$ cat src/rtl/mux_demux_pkg.sv
// ---------------------------------------------------------------------------
// mux_demux_pkg
// Shared definitions for the TDM line mux / demux pair.
//   - state_e   : receive framer state (HUNT searching for slot 0, LOCKED)
//   - SLOT_W    : width of the slot counter
//   - N_LANES   : number of interleaved channels
//   - LANE_0..3 : slot/lane indices, common to the transmit-side sequencer
//   - slot_to_lane_en : 2-to-4 one-hot decode of a slot index
// ---------------------------------------------------------------------------
package mux_demux_pkg;

    localparam int unsigned SLOT_W  = 2;
    localparam int unsigned N_LANES = 4;

    typedef enum logic {
        HUNT   = 1'b0,
        LOCKED = 1'b1
    } state_e;

    localparam logic [SLOT_W-1:0] LANE_0 = 2'd0;
    localparam logic [SLOT_W-1:0] LANE_1 = 2'd1;
    localparam logic [SLOT_W-1:0] LANE_2 = 2'd2;
    localparam logic [SLOT_W-1:0] LANE_3 = 2'd3;

    function automatic logic [N_LANES-1:0] slot_to_lane_en(input logic [SLOT_W-1:0] slot);
        logic [N_LANES-1:0] one_hot;
        one_hot       = '0;
        one_hot[slot] = 1'b1;
        return one_hot;
    endfunction

endpackage

$ cat src/rtl/demux_lane_reg.sv
// ---------------------------------------------------------------------------
// demux_lane_reg
// One lane holding register: WIDTH-bit data flop with load enable and a
// synchronous clear, plus a one-cycle valid pulse marking each load.
// Ports:
//   clk   in   clock (rising edge)
//   rst   in   synchronous clear, active-high (data and valid to 0)
//   load  in   capture d this cycle
//   d     in   WIDTH data to capture
//   q     out  WIDTH registered data
//   valid out  high for the one cycle after a load
// ---------------------------------------------------------------------------
module demux_lane_reg #(
    parameter int WIDTH = 8
) (
    input  logic             clk,
    input  logic             rst,
    input  logic             load,
    input  logic [WIDTH-1:0] d,
    output logic [WIDTH-1:0] q,
    output logic             valid
);

    logic [WIDTH-1:0] data_q;
    logic [WIDTH-1:0] data_d;
    logic             valid_q;

    always_comb begin
        data_d = data_q;
        if (load) begin
            data_d = d;
        end
    end

    always_ff @(posedge clk) begin
        if (rst) begin
            data_q  <= '0;
            valid_q <= 1'b0;
        end else begin
            data_q  <= data_d;
            valid_q <= load;
        end
    end

    assign q     = data_q;
    assign valid = valid_q;

endmodule

$ cat src/rtl/demux_1x4_tdm.sv
// ---------------------------------------------------------------------------
// demux_1x4_tdm
// Time-division 1-to-4 demultiplexer. Locks onto a frame marker on slot 0
// and steers successive accepted words to four registered output lanes.
// Reports frame completion and a sticky synchronisation error.
//
// Build option: DEMUX_FRAME_BUF_EN
//   undefined : each lane updates at its own capture.
//   defined   : words collect in shadow registers and all four lanes load
//               together on the completing slot-3 capture; partial frames
//               never reach the outputs.
//
// Ports:
//   clk        in   rising-edge clock
//   rst        in   synchronous reset, active-high
//   d_in       in   WIDTH interleaved word
//   in_valid   in   d_in holds a word this cycle
//   frame_sync in   marks the slot-0 word (qualified by in_valid)
//   err_clr    in   clears sync_err (a simultaneous new error wins)
//   out_0..3   out  WIDTH lane registers
//   out_valid  out  4, bit k pulses when out_k is updated
//   frame_done out  pulse when a locked frame's slot-3 word is captured
//   locked     out  framer is in LOCKED
//   sync_err   out  sticky error flag
// ---------------------------------------------------------------------------
module demux_1x4_tdm
    import mux_demux_pkg::*;
#(
    parameter int WIDTH = 8
) (
    input  logic               clk,
    input  logic               rst,
    input  logic [WIDTH-1:0]   d_in,
    input  logic               in_valid,
    input  logic               frame_sync,
    input  logic               err_clr,
    output logic [WIDTH-1:0]   out_0,
    output logic [WIDTH-1:0]   out_1,
    output logic [WIDTH-1:0]   out_2,
    output logic [WIDTH-1:0]   out_3,
    output logic [N_LANES-1:0] out_valid,
    output logic               frame_done,
    output logic               locked,
    output logic               sync_err
);

    state_e              state_q, state_d;
    logic [SLOT_W-1:0]   slot_q, slot_d;
    logic                sync_err_q, sync_err_d;
    logic                frame_done_q, frame_done_d;

    logic [N_LANES-1:0]  lane_en;     // word captured into this slot now
    logic                err_set;

    logic [WIDTH-1:0]    lane_q    [N_LANES];
    logic [WIDTH-1:0]    lane_din  [N_LANES];
    logic [N_LANES-1:0]  lane_load;
    logic [N_LANES-1:0]  lane_valid;

    // -----------------------------------------------------------------------
    // Framer: next state, slot counter, capture decode, error detection
    // -----------------------------------------------------------------------
    always_comb begin
        state_d      = state_q;
        slot_d       = slot_q;
        lane_en      = '0;
        err_set      = 1'b0;
        frame_done_d = 1'b0;

        if (in_valid) begin
            unique case (state_q)
                HUNT: begin
                    // Everything before the first marker is dropped.
                    if (frame_sync) begin
                        lane_en = slot_to_lane_en(LANE_0);
                        slot_d  = LANE_1;
                        state_d = LOCKED;
                    end
                end
                LOCKED: begin
                    if (frame_sync) begin
                        // A marker always restarts the frame; arriving
                        // mid-frame abandons the partial frame.
                        lane_en = slot_to_lane_en(LANE_0);
                        slot_d  = LANE_1;
                        err_set = (slot_q != LANE_0);
                    end else if (slot_q == LANE_0) begin
                        // Expected a marker and none came: lose lock.
                        err_set = 1'b1;
                        state_d = HUNT;
                    end else begin
                        lane_en      = slot_to_lane_en(slot_q);
                        slot_d       = slot_q + 2'd1;   // wraps 3 -> 0
                        frame_done_d = (slot_q == LANE_3);
                    end
                end
                default: begin
                    state_d = HUNT;
                    slot_d  = LANE_0;
                end
            endcase
        end

        // Setting takes priority over clearing in the same cycle.
        sync_err_d = sync_err_q;
        if (err_set) begin
            sync_err_d = 1'b1;
        end else if (err_clr) begin
            sync_err_d = 1'b0;
        end
    end

    always_ff @(posedge clk) begin
        if (rst) begin
            state_q      <= HUNT;
            slot_q       <= LANE_0;
            sync_err_q   <= 1'b0;
            frame_done_q <= 1'b0;
        end else begin
            state_q      <= state_d;
            slot_q       <= slot_d;
            sync_err_q   <= sync_err_d;
            frame_done_q <= frame_done_d;
        end
    end

    // -----------------------------------------------------------------------
    // Lane registers
    // -----------------------------------------------------------------------
`ifdef DEMUX_FRAME_BUF_EN
    logic [WIDTH-1:0]   shadow_q     [N_LANES];
    logic [N_LANES-1:0] shadow_valid;
    logic               unused_shadow_valid;

    assign unused_shadow_valid = ^shadow_valid;
`endif

    genvar gi;
    generate
        for (gi = 0; gi < N_LANES; gi++) begin : g_lane
`ifdef DEMUX_FRAME_BUF_EN
            demux_lane_reg #(.WIDTH(WIDTH)) u_shadow (
                .clk   (clk),
                .rst   (rst),
                .load  (lane_en[gi]),
                .d     (d_in),
                .q     (shadow_q[gi]),
                .valid (shadow_valid[gi])
            );

            // On the completing capture the slot-3 word is still on d_in,
            // so that lane bypasses its shadow.
            assign lane_load[gi] = frame_done_d;
            assign lane_din[gi]  = lane_en[gi] ? d_in : shadow_q[gi];
`else
            assign lane_load[gi] = lane_en[gi];
            assign lane_din[gi]  = d_in;
`endif
            demux_lane_reg #(.WIDTH(WIDTH)) u_lane (
                .clk   (clk),
                .rst   (rst),
                .load  (lane_load[gi]),
                .d     (lane_din[gi]),
                .q     (lane_q[gi]),
                .valid (lane_valid[gi])
            );
        end
    endgenerate

    assign out_0      = lane_q[0];
    assign out_1      = lane_q[1];
    assign out_2      = lane_q[2];
    assign out_3      = lane_q[3];
    assign out_valid  = lane_valid;
    assign frame_done = frame_done_q;
    assign locked     = (state_q == LOCKED);
    assign sync_err   = sync_err_q;

endmodule
$ cat config.mk
export PLATFORM = sky130hd
export DESIGN_NAME = demux_1x4_tdm
export DESIGN_NICKNAME = d
export VERILOG_FILES = /design/src/rtl/mux_demux_pkg.sv /design/src/rtl/demux_lane_reg.sv /design/src/rtl/demux_1x4_tdm.sv
export SDC_FILE = /design/constraint.sdc
export NUM_CORES = 1
export LEC_CHECK = 0
export BUFFER_PORTS_ARGS = -buffer_cell sky130_fd_sc_hd__buf_2
export CORE_UTILIZATION = 40
export DETAILED_ROUTE_END_ITERATION = 8
export MAX_ROUTING_LAYER = met4
export PLACE_DENSITY = 0.65
export SLEW_MARGIN = 30
export SYNTH_ARGS = -nofsm -noshare
export SYNTH_HDL_FRONTEND = slang
export SYNTH_SLANG_ARGS = --single-unit
$ cat constraint.sdc
create_clock -name clk -period 3.1 [get_ports clk]
set_input_delay 0.155 -clock clk [delete_from_list [all_inputs] [get_ports clk]]
set_output_delay 0.155 -clock clk [all_outputs]
set_load 0.005 [all_outputs]
* Word-level counts from Yosys, hierarchy flattened
Cells that the tools add are included.
** Storage, ports and cells
- Register bits :: 41
- Bits of input ports :: 13
- Output and inout bits :: 39
- Word-level logic and storage cells :: 47
** Operators by class
- $add $sub $neg :: 1
- $lt $le $gt $ge :: 2
- Equality and inequality tests :: 3
- Muxes and demuxes :: 21
- Bitwise operators :: 2
- Reduce and logical (&&, ||, !) cells :: 6
** Operator list (number)
- 4-bit two-way mux :: 3
- 1-bit two-way mux :: 11
- 4-bit case mux with 2 select lines :: 1
- 2-bit two-way mux :: 3
- 5-bit OR reduction :: 1
- 2-bit case mux with 2 select lines :: 1
- 2-bit nonzero test :: 2
- 2-bit by 3-bit less-than comparator with 1-bit output (second input constant) :: 1
- 3-bit != test (second input constant) :: 1
- 3-bit AND reduction :: 1
- 2-bit by 1-bit adder with 2-bit output (second input constant) :: 1
- 1-bit demux with 2-bit select :: 1
- 2-bit == test (second input constant) :: 1
- 2-bit by 1-bit >= comparator with 1-bit output (second input constant) :: 1
- 2-bit logical NOT :: 1
- 2-bit != test (second input constant) :: 1
- 1-bit inverter :: 2
- 1-bit case mux with 2 select lines :: 1
- 1-bit logical AND :: 1

* Logic depth before layout (Yosys ltp)
Gate-level depths: netlist (run 1).
- Depth in word-level cells :: 8
- Depth in mapped cells :: 6

* Cells and area by module
Synthesis (run 1) repeated with hierarchy kept, for this count alone.
** Unflattened totals
- Cell total of the unflattened synthesis :: 146
- Area, all modules :: 1584.0 um2
** Modules (own cells, without submodules)
- demux_lane_reg :: instances 4, cells an instance 28, area an instance 312.8 um2, seq. area each 180.2 um2
- demux_1x4_tdm :: instances 1, cells an instance 34, area an instance 332.8 um2, seq. area each 100.1 um2

* Worst setup path before layout (run 1)
OpenSTA, ideal clock, no wires.
- Path kind :: register to register
- Start point :: register slot_q[0]
- End point :: register slot_q[0]
- Data arrival time :: 1.140 ns
- Data required time :: 2.985 ns
- Setup slack :: 1.846 ns
- Cell stages (with the launch flop) :: 6
- Cell sequence :: dfxtp_1 -> inv_1 -> ha_1 -> and4bb_2 -> a21oi_1 -> o21a_1
** Between the ends
- Word-level cells in the longest chain between the ends :: 4
- Elaborated cells between the ends (all ways) :: 7
- Classes of those cells :: add/sub: 1; eq/ne: 1; mux: 3; reduce/logical: 2
** RTL lines
- start, declared :: line demux_1x4_tdm.sv:48 : logic [SLOT_W-1:0] slot_q, slot_d;
- start signal, assigned :: line demux_1x4_tdm.sv:121 : slot_q <= slot_d;
- 2-bit by 1-bit adder with 2-bit output :: line demux_1x4_tdm.sv:93 : slot_d = slot_q + 2'd1;
- 2-bit two-way mux :: line demux_1x4_tdm.sv:87 : end else if (slot_q == LANE_0) begin
- 2-bit two-way mux :: line demux_1x4_tdm.sv:81 : if (frame_sync) begin
- 2-bit case mux with 2 select lines :: line demux_1x4_tdm.sv:71 : unique case (state_q)
Several ways; a longest one is shown, not always the timed one. The select of a mux whose other input is x is not followed.
A chain may end at the register's enable or synchronous reset.

* Worst setup path after layout (run 1)
- Start point :: register slot_q[0]
- End point :: register sync_err_q, in the netlist sync_err
** Between the ends
- Word-level cells in the longest chain between the ends :: 6
- Elaborated cells between the ends (all ways) :: 8
- Classes of those cells :: mux: 5; reduce/logical: 3
** RTL lines
- 2-bit logical NOT :: line demux_1x4_tdm.sv:87
- 1-bit two-way mux :: line demux_1x4_tdm.sv:87
- 1-bit two-way mux (*) :: line demux_1x4_tdm.sv:81
- 1-bit two-way mux (*) :: line demux_1x4_tdm.sv:71
- 1-bit two-way mux (*) :: line demux_1x4_tdm.sv:70 : if (in_valid) begin
- 1-bit two-way mux or 2-bit nonzero test (tied branches)
- end signal, assigned :: line demux_1x4_tdm.sv:122 : sync_err_q <= sync_err_d;
- end, declared :: line demux_1x4_tdm.sv:49 : logic sync_err_q, sync_err_d;
Mark *: on every way between the ends. The rest lies on a longest branch, timed or not.

==> impl_metrics.csv, run 1 <==
group,metric,value,unit
yosys,yosys.area_share.simple,0.249,
pwr,p_switching,229,µW
clock_tree,insertion_delay,0.30,ns
yosys,ys_seq_area_frac,0.504,
clock_tree,cts_buffers,5,
yosys,synth-edff-count,0,
placement,hpwl,2400,µm
routing,wl_per_cell,12.5,µm
critical_path,critPathLaunchType,"flop",
routing,routed-wl-met3,258,µm
yosys,synthXorXnorAreaFrac,0,
sta,clock.fmax,709,MHz
pwr,switching_share,0.219,
pwr,power,1.05,mW
clock_tree,clk_pin_slew,0.07,ns
pwr,p_int,818,µW
pwr,leakagePower,0.867,nW
critical_path,crit_required,3.32,ns
pwr,powerDensity,536,nW/µm²
yosys,netlist_instances,189,
yosys,synthesis.nets,208,
routing,top_layer_used,"met4",
floorplan,ios,52,
routing,routed-wl-met2,1570,µm
cells_and_area,diodes,0,
critical_path,end_kind,"flop",
sta,slew_headroom,0.508,
clock_tree,root_buffer,"clkbuf_8",
floorplan,die_x,65.8,µm
yosys,ys_ff_latch,41,
global_route,antenna_found_initial,0,
cells_and_area,stdcell_count,281,
run,drv_cap,0,
clock_tree,cts_buffer_depth,2,
clock_tree,htree_num_levels,2,
critical_path,criticalPathCategory,"reg2reg",
placement,gp_congestion,0.732,
routing,antenna_left,0,
yosys,synth_cell_types,24,
sta,post-route-min-period,1.41,ns
floorplan,start_util,0.432,
pwr,pwr-share-comb,0.056,
critical_path,crit_fanout,6,
critical_path,arrival,1.63,ns
routing,via_count,1361,
sta,worst_slew_pin_slew,0.738,ns
pwr,ir_drop,0.158,mV
floorplan,die-area,4330,µm²
sta,slew_viol_final,0,
routing,firstDrtPassIters,4,
global_route,overflow,0,
placement,io_buffers,51,
outcome,status,"finished clean",
cells_and_area,fin_nets,251,
critical_path,path_cells,"inv_1, ha_1, ha_1, nand3b_1, a21oi_1",
sta,fin_worst_skew,0.00409,ns
clock_tree,cts_tree,"built",
hold_path,hold_path.class,"in2reg",
yosys,synth_compound_area_frac,0.127,
clock_tree,cts_resized,0,
critical_path,cpPeakStageDelay,0.43,ns
clock_tree,hold_buffers,0,
pwr,p_seq_frac,0.518,
sta,fin_crit_sh,0.455,
floorplan,rows,22,
global_route,grt_pass1_vias,1204,
yosys,syn-cell-area,1630,µm²
clock_tree,cts_setup_buffers,0,
cells_and_area,layout-drive-gt1-share,0.275,
yosys,synth.area.mux_share,0,
critical_path,crit_start,"slot_q[0]$_SDFFE_PP0P_",
critical_path,crit_path_top_delay_cell,"dfxtp_1",
yosys,ys_warn_count,0,
clock_tree,cts.sinks,41,
routing,wl_met1,1630,µm
global_route,grt_usage,0.180,
routing,drc,0,
yosys,ys_dominant_reg_cell,"dfxtp_1",
routing,drt-vias-per-instance,4.84,
floorplan,core,3770,µm²
routing,drt_wl_total,3520,µm
cells_and_area,areaGrowthSynthToFinish,20.0,%
routing,drtIter0Drc,128,
yosys,avgSynthCellArea,8.62,µm²
floorplan,die-height,65.8,µm
sta,setup_viol,0,
hold_path,min-delay-start,"err_clr",
critical_path,crit_top_cell,"ha_1",
sta,finalSetupTns,0,ns
sta,hold_viol_final,0,
yosys,synth_top_family_by_area,"simple AND/OR/NAND/NOR gates",
yosys,synthArstFlopShare,0,
yosys,synth_fa_ha_area_frac,0.0461,
sta,grt_setup_unrepaired,"false",
placement,dpl.cell_count,273,
critical_path,reg2reg_from,"slot_q[0]$_SDFFE_PP0P_",
global_route,grt_max_degree,42,
global_route,grt_pass1_wl,5530,µm
pwr,p_clk_frac,0.427,
## power by group through the flow
stage                     clock network (mW)  registers (mW)  logic, mW
after detailed placement                   0           0.555     0.0584
after CTS                              0.458           0.542     0.0587
after global routing                   0.481           0.544     0.0647
after global placement                     0           0.554     0.0581
after floorplan                            0           0.552     0.0383
final                                  0.447           0.542     0.0583
## synth_stat cells, drive strengths merged, types with 3 or more instances
library cell / instances / area, µm²
nand4b: 4 / 53.8
nand2b: 3 / 18.8
nand2: 66 / 248
inv: 3 / 11.3
a21oi: 34 / 170
buf: 12 / 98.8
ha: 6 / 75.1
and4b: 3 / 30.0
clkbuf: 3 / 11.3
nor2: 5 / 18.8
dfxtp: 41 / 821
## layer usage
layer,GRT usage,vias to the layer above
met5,-,-
li1,-,703
met2,0.268,47
met1,0.217,606
met3,0.0448,5
met4,0.114,0
## worst max-delay path, delay by kind of cell, from the launching register on
family          cells  cell delay [ns]
fa+ha+maj           2             0.53
flops               1             0.43
simple gates        1             0.15
compound gates      1             0.13
buf+inv             1             0.09
## registers in the layout, indices dropped and copies added (netlist names)
register	flops
frame_done	1
g_lane.u_lane.valid	4
g_lane.u_lane.q	32
slot_q	2
locked	1
sync_err	1
## cells by family after synthesis
family	count (synthesis)
buffers and inverters	18
adders and majority gates	6
DFF	41
AOI/OAI and AO/OA	38
and+or+nand+nor	86
## placed cells by master (no fill, tap or decap)
master and instances:
a21boi_0 1, a21oi_1 34, a311oi_2 1, a31oi_1 1
and2_1 1, and4b_1 3, and4bb_2 1, buf_2 51
bufinv_16 1, clkbuf_8 6, clkinvlp_4 1, dfxtp_1 41
ha_1 6, inv_1 3, nand2_1 66, nand2b_1 3
nand3_1 1, nand3b_1 1, nand4b_1 1, nand4b_2 3
nor2_1 5, nor3_1 1, o21a_1 1
## layout make-up
class	count	area (µm²)
Sequential cell	41	821
Clock buffer	6	82.6
Multi-Input combinational cell	130	687
Tap cell	48	60.1
Clock inverter	2	37.5
Timing Repair Buffer	51	255
Inverter	3	11.3
Fill cell	376	1820
## metrics by stage
stage	cell area, µm²	util	worst slack (ns)	hold WS, ns
global route	1950	0.518	1.57	0.131
floorplan	1630	-	1.85	0.291
detailed placement	1830	0.486	1.72	0.428
global placement	1830	0.486	1.76	0.432
finish	1950	0.518	1.69	0.117
CTS	1950	0.518	1.69	0.110
## path summary, 6_finish.rpt
| kind | to | slack (ns) | cells after the start |
|---|---|---|---|
| max | sync_err$_SDFFE_PP0P_ | 1.69 | 5 |
| min | sync_err$_SDFFE_PP0P_ | 0.12 | 3 |
| max reg2reg | sync_err$_SDFFE_PP0P_ | 1.69 | 5 |
| min reg2reg | g_lane[0].u_lane.q[1]$_SDFFE_PP0P_ | 0.45 | 2 |
Power figures use the tool's default switching activity.
==> run 2, diff against run 1 <==
==> constraint.sdc (replaced) <==
create_clock -name clk -period 1.4 [get_ports clk]
set_input_delay 0.07 -clock clk [delete_from_list [all_inputs] [get_ports clk]]
set_output_delay 0.07 -clock clk [all_outputs]
set_load 0.005 [all_outputs]
==> run 2 against run 1 <==
  * Critical path type unchanged
  * Critical endpoint unchanged
  * Highest routed layer unchanged
  * Utilization increased by 0.20 points
  * Non-clock buffer count grew 2
  * Setup slack got worse by 1.6 ns
==> impl_metrics.csv, run 2 (same netlist as run 1, synthesis figures left out) <==
group,metric,value,unit
routing,drtIter0Drc,132,
routing,drt-vias-per-instance,4.81,
sta,worst_slew_pin_slew,0.461,ns
pwr,leakagePower,0.875,nW
routing,antenna_left,0,
clock_tree,cts_buffer_depth,2,
critical_path,crit_path_top_delay_cell,"dfxtp_2",
pwr,powerDensity,1100,nW/µm²
floorplan,die-area,4330,µm²
sta,fin_worst_skew,0.00554,ns
clock_tree,hold_buffers,0,
critical_path,path_cells,"inv_1, ha_1, ha_1, nand3b_1, a21oi_1",
outcome,status,"finished clean",
global_route,grt_usage,0.184,
critical_path,cpPeakStageDelay,0.39,ns
global_route,overflow,0,
clock_tree,clk_pin_slew,0.08,ns
sta,hold_viol_final,0,
global_route,grt_pass1_vias,1167,
sta,clock.fmax,763,MHz
hold_path,min-delay-start,"d_in[0]",
critical_path,reg2reg_from,"slot_q[0]$_SDFFE_PP0P_",
clock_tree,insertion_delay,0.29,ns
clock_tree,cts_setup_buffers,0,
cells_and_area,areaGrowthSynthToFinish,20.4,%
cells_and_area,largest_register_ffs,32,
floorplan,rows,22,
cells_and_area,diodes,0,
clock_tree,cts.sinks,41,
placement,gp_congestion,0.730,
pwr,ir_drop,0.602,mV
clock_tree,cts_resized,1,
routing,firstDrtPassIters,4,
critical_path,crit_fanout,6,
placement,hpwl,2450,µm
clock_tree,htree_num_levels,2,
floorplan,die_x,65.8,µm
critical_path,crit_start,"slot_q[0]$_SDFFE_PP0P_",
run,drv_cap,0,
sta,slew_viol_final,0,
floorplan,start_util,0.432,
critical_path,crit_top_cell,"ha_1",
sta,whs,0.0477,ns
sta,finalSetupTns,0,ns
pwr,power,2.16,mW
critical_path,arrival,1.53,ns
critical_path,criticalPathCategory,"reg2reg",
cells_and_area,layout_common_cells,"nand2_1, buf_2, dfxtp_1",
critical_path,crit_required,1.62,ns
global_route,antenna_found_initial,0,
hold_path,hold_path.class,"in2reg",
cells_and_area,fin_nets,253,
routing,via_count,1362,
critical_path,critPathLaunchType,"flop",
cells_and_area,fin_util,0.520,
routing,drt_wl_total,3520,µm
sta,post-route-min-period,1.31,ns
sta,grt_setup_unrepaired,"false",
critical_path,end_kind,"flop",
cells_and_area,layout-drive-gt1-share,0.294,
cells_and_area,final_common_cell,"nand2_1",
global_route,grt_max_degree,23,
clock_tree,root_buffer,"clkbuf_8",
sta,fin_crit_sh,0.936,
sta,slew_headroom,0.693,
floorplan,core,3770,µm²
routing,drc,0,
routing,wl_per_cell,12.4,µm
placement,io_buffers,51,
clock_tree,cts_buffers,5,
floorplan,die-height,65.8,µm
floorplan,ios,52,
sta,setup_viol,0,
global_route,grt_pass1_wl,5670,µm
clock_tree,cts_tree,"built",
-- run 2: power by group --
part           switching (mW)  leakage (nW)  total, mW  internal, mW
clock                   0.420        0.0512      0.820         0.400
combinational          0.0850         0.491      0.142        0.0568
sequential             0.0137         0.333       1.20          1.18
total                   0.519         0.875       2.16          1.64
-- run 2: cell type report --
cell class                      count  area, µm²
Tap cell                           48       60.1
Timing Repair Buffer               53        283
Sequential cell                    41        823
Inverter                            3       11.3
Fill cell                         370       1810
Clock buffer                        6       82.6
Multi-Input combinational cell    130        688
Clock inverter                      2       13.8
-- run 2: final timing paths --
kind / slack (ns) / endpoint / cells after the start
max: 0.09 / sync_err$_SDFFE_PP0P_ / 5
min: 0.05 / g_lane[2].u_lane.q[0]$_SDFFE_PP0P_ / 3
max reg2reg: 0.09 / sync_err$_SDFFE_PP0P_ / 5
min reg2reg: 0.45 / g_lane[3].u_lane.q[1]$_SDFFE_PP0P_ / 2
-- run 2: critical path: cells and delay by family, from the launching register on --
family                   cells  cell delay, ns
buffers and inverters        1            0.08
AND/OR/NAND/NOR              1            0.15
adder cells (fa/ha/maj)      2            0.51
flip-flops                   1            0.39
AO/OA/AOI/OAI                1            0.12
-- run 2: layer usage --
layer,GRT usage,wire (µm)
met4,0.0897,61
met1,0.248,1740
met2,0.256,1560
met3,0.0414,162
met5,-,0
-- run 2: metrics by stage --
stage	worst slack, ns	instances	area [µm²]
2_1_floorplan	0.146	189	1630
3_3_place_gp	0.0766	275	1860
3_5_place_dp	0.000515	275	1860
4_1_cts	0.0152	283	1960
5_1_grt	0.0119	283	1960
6_report	0.0892	283	1960
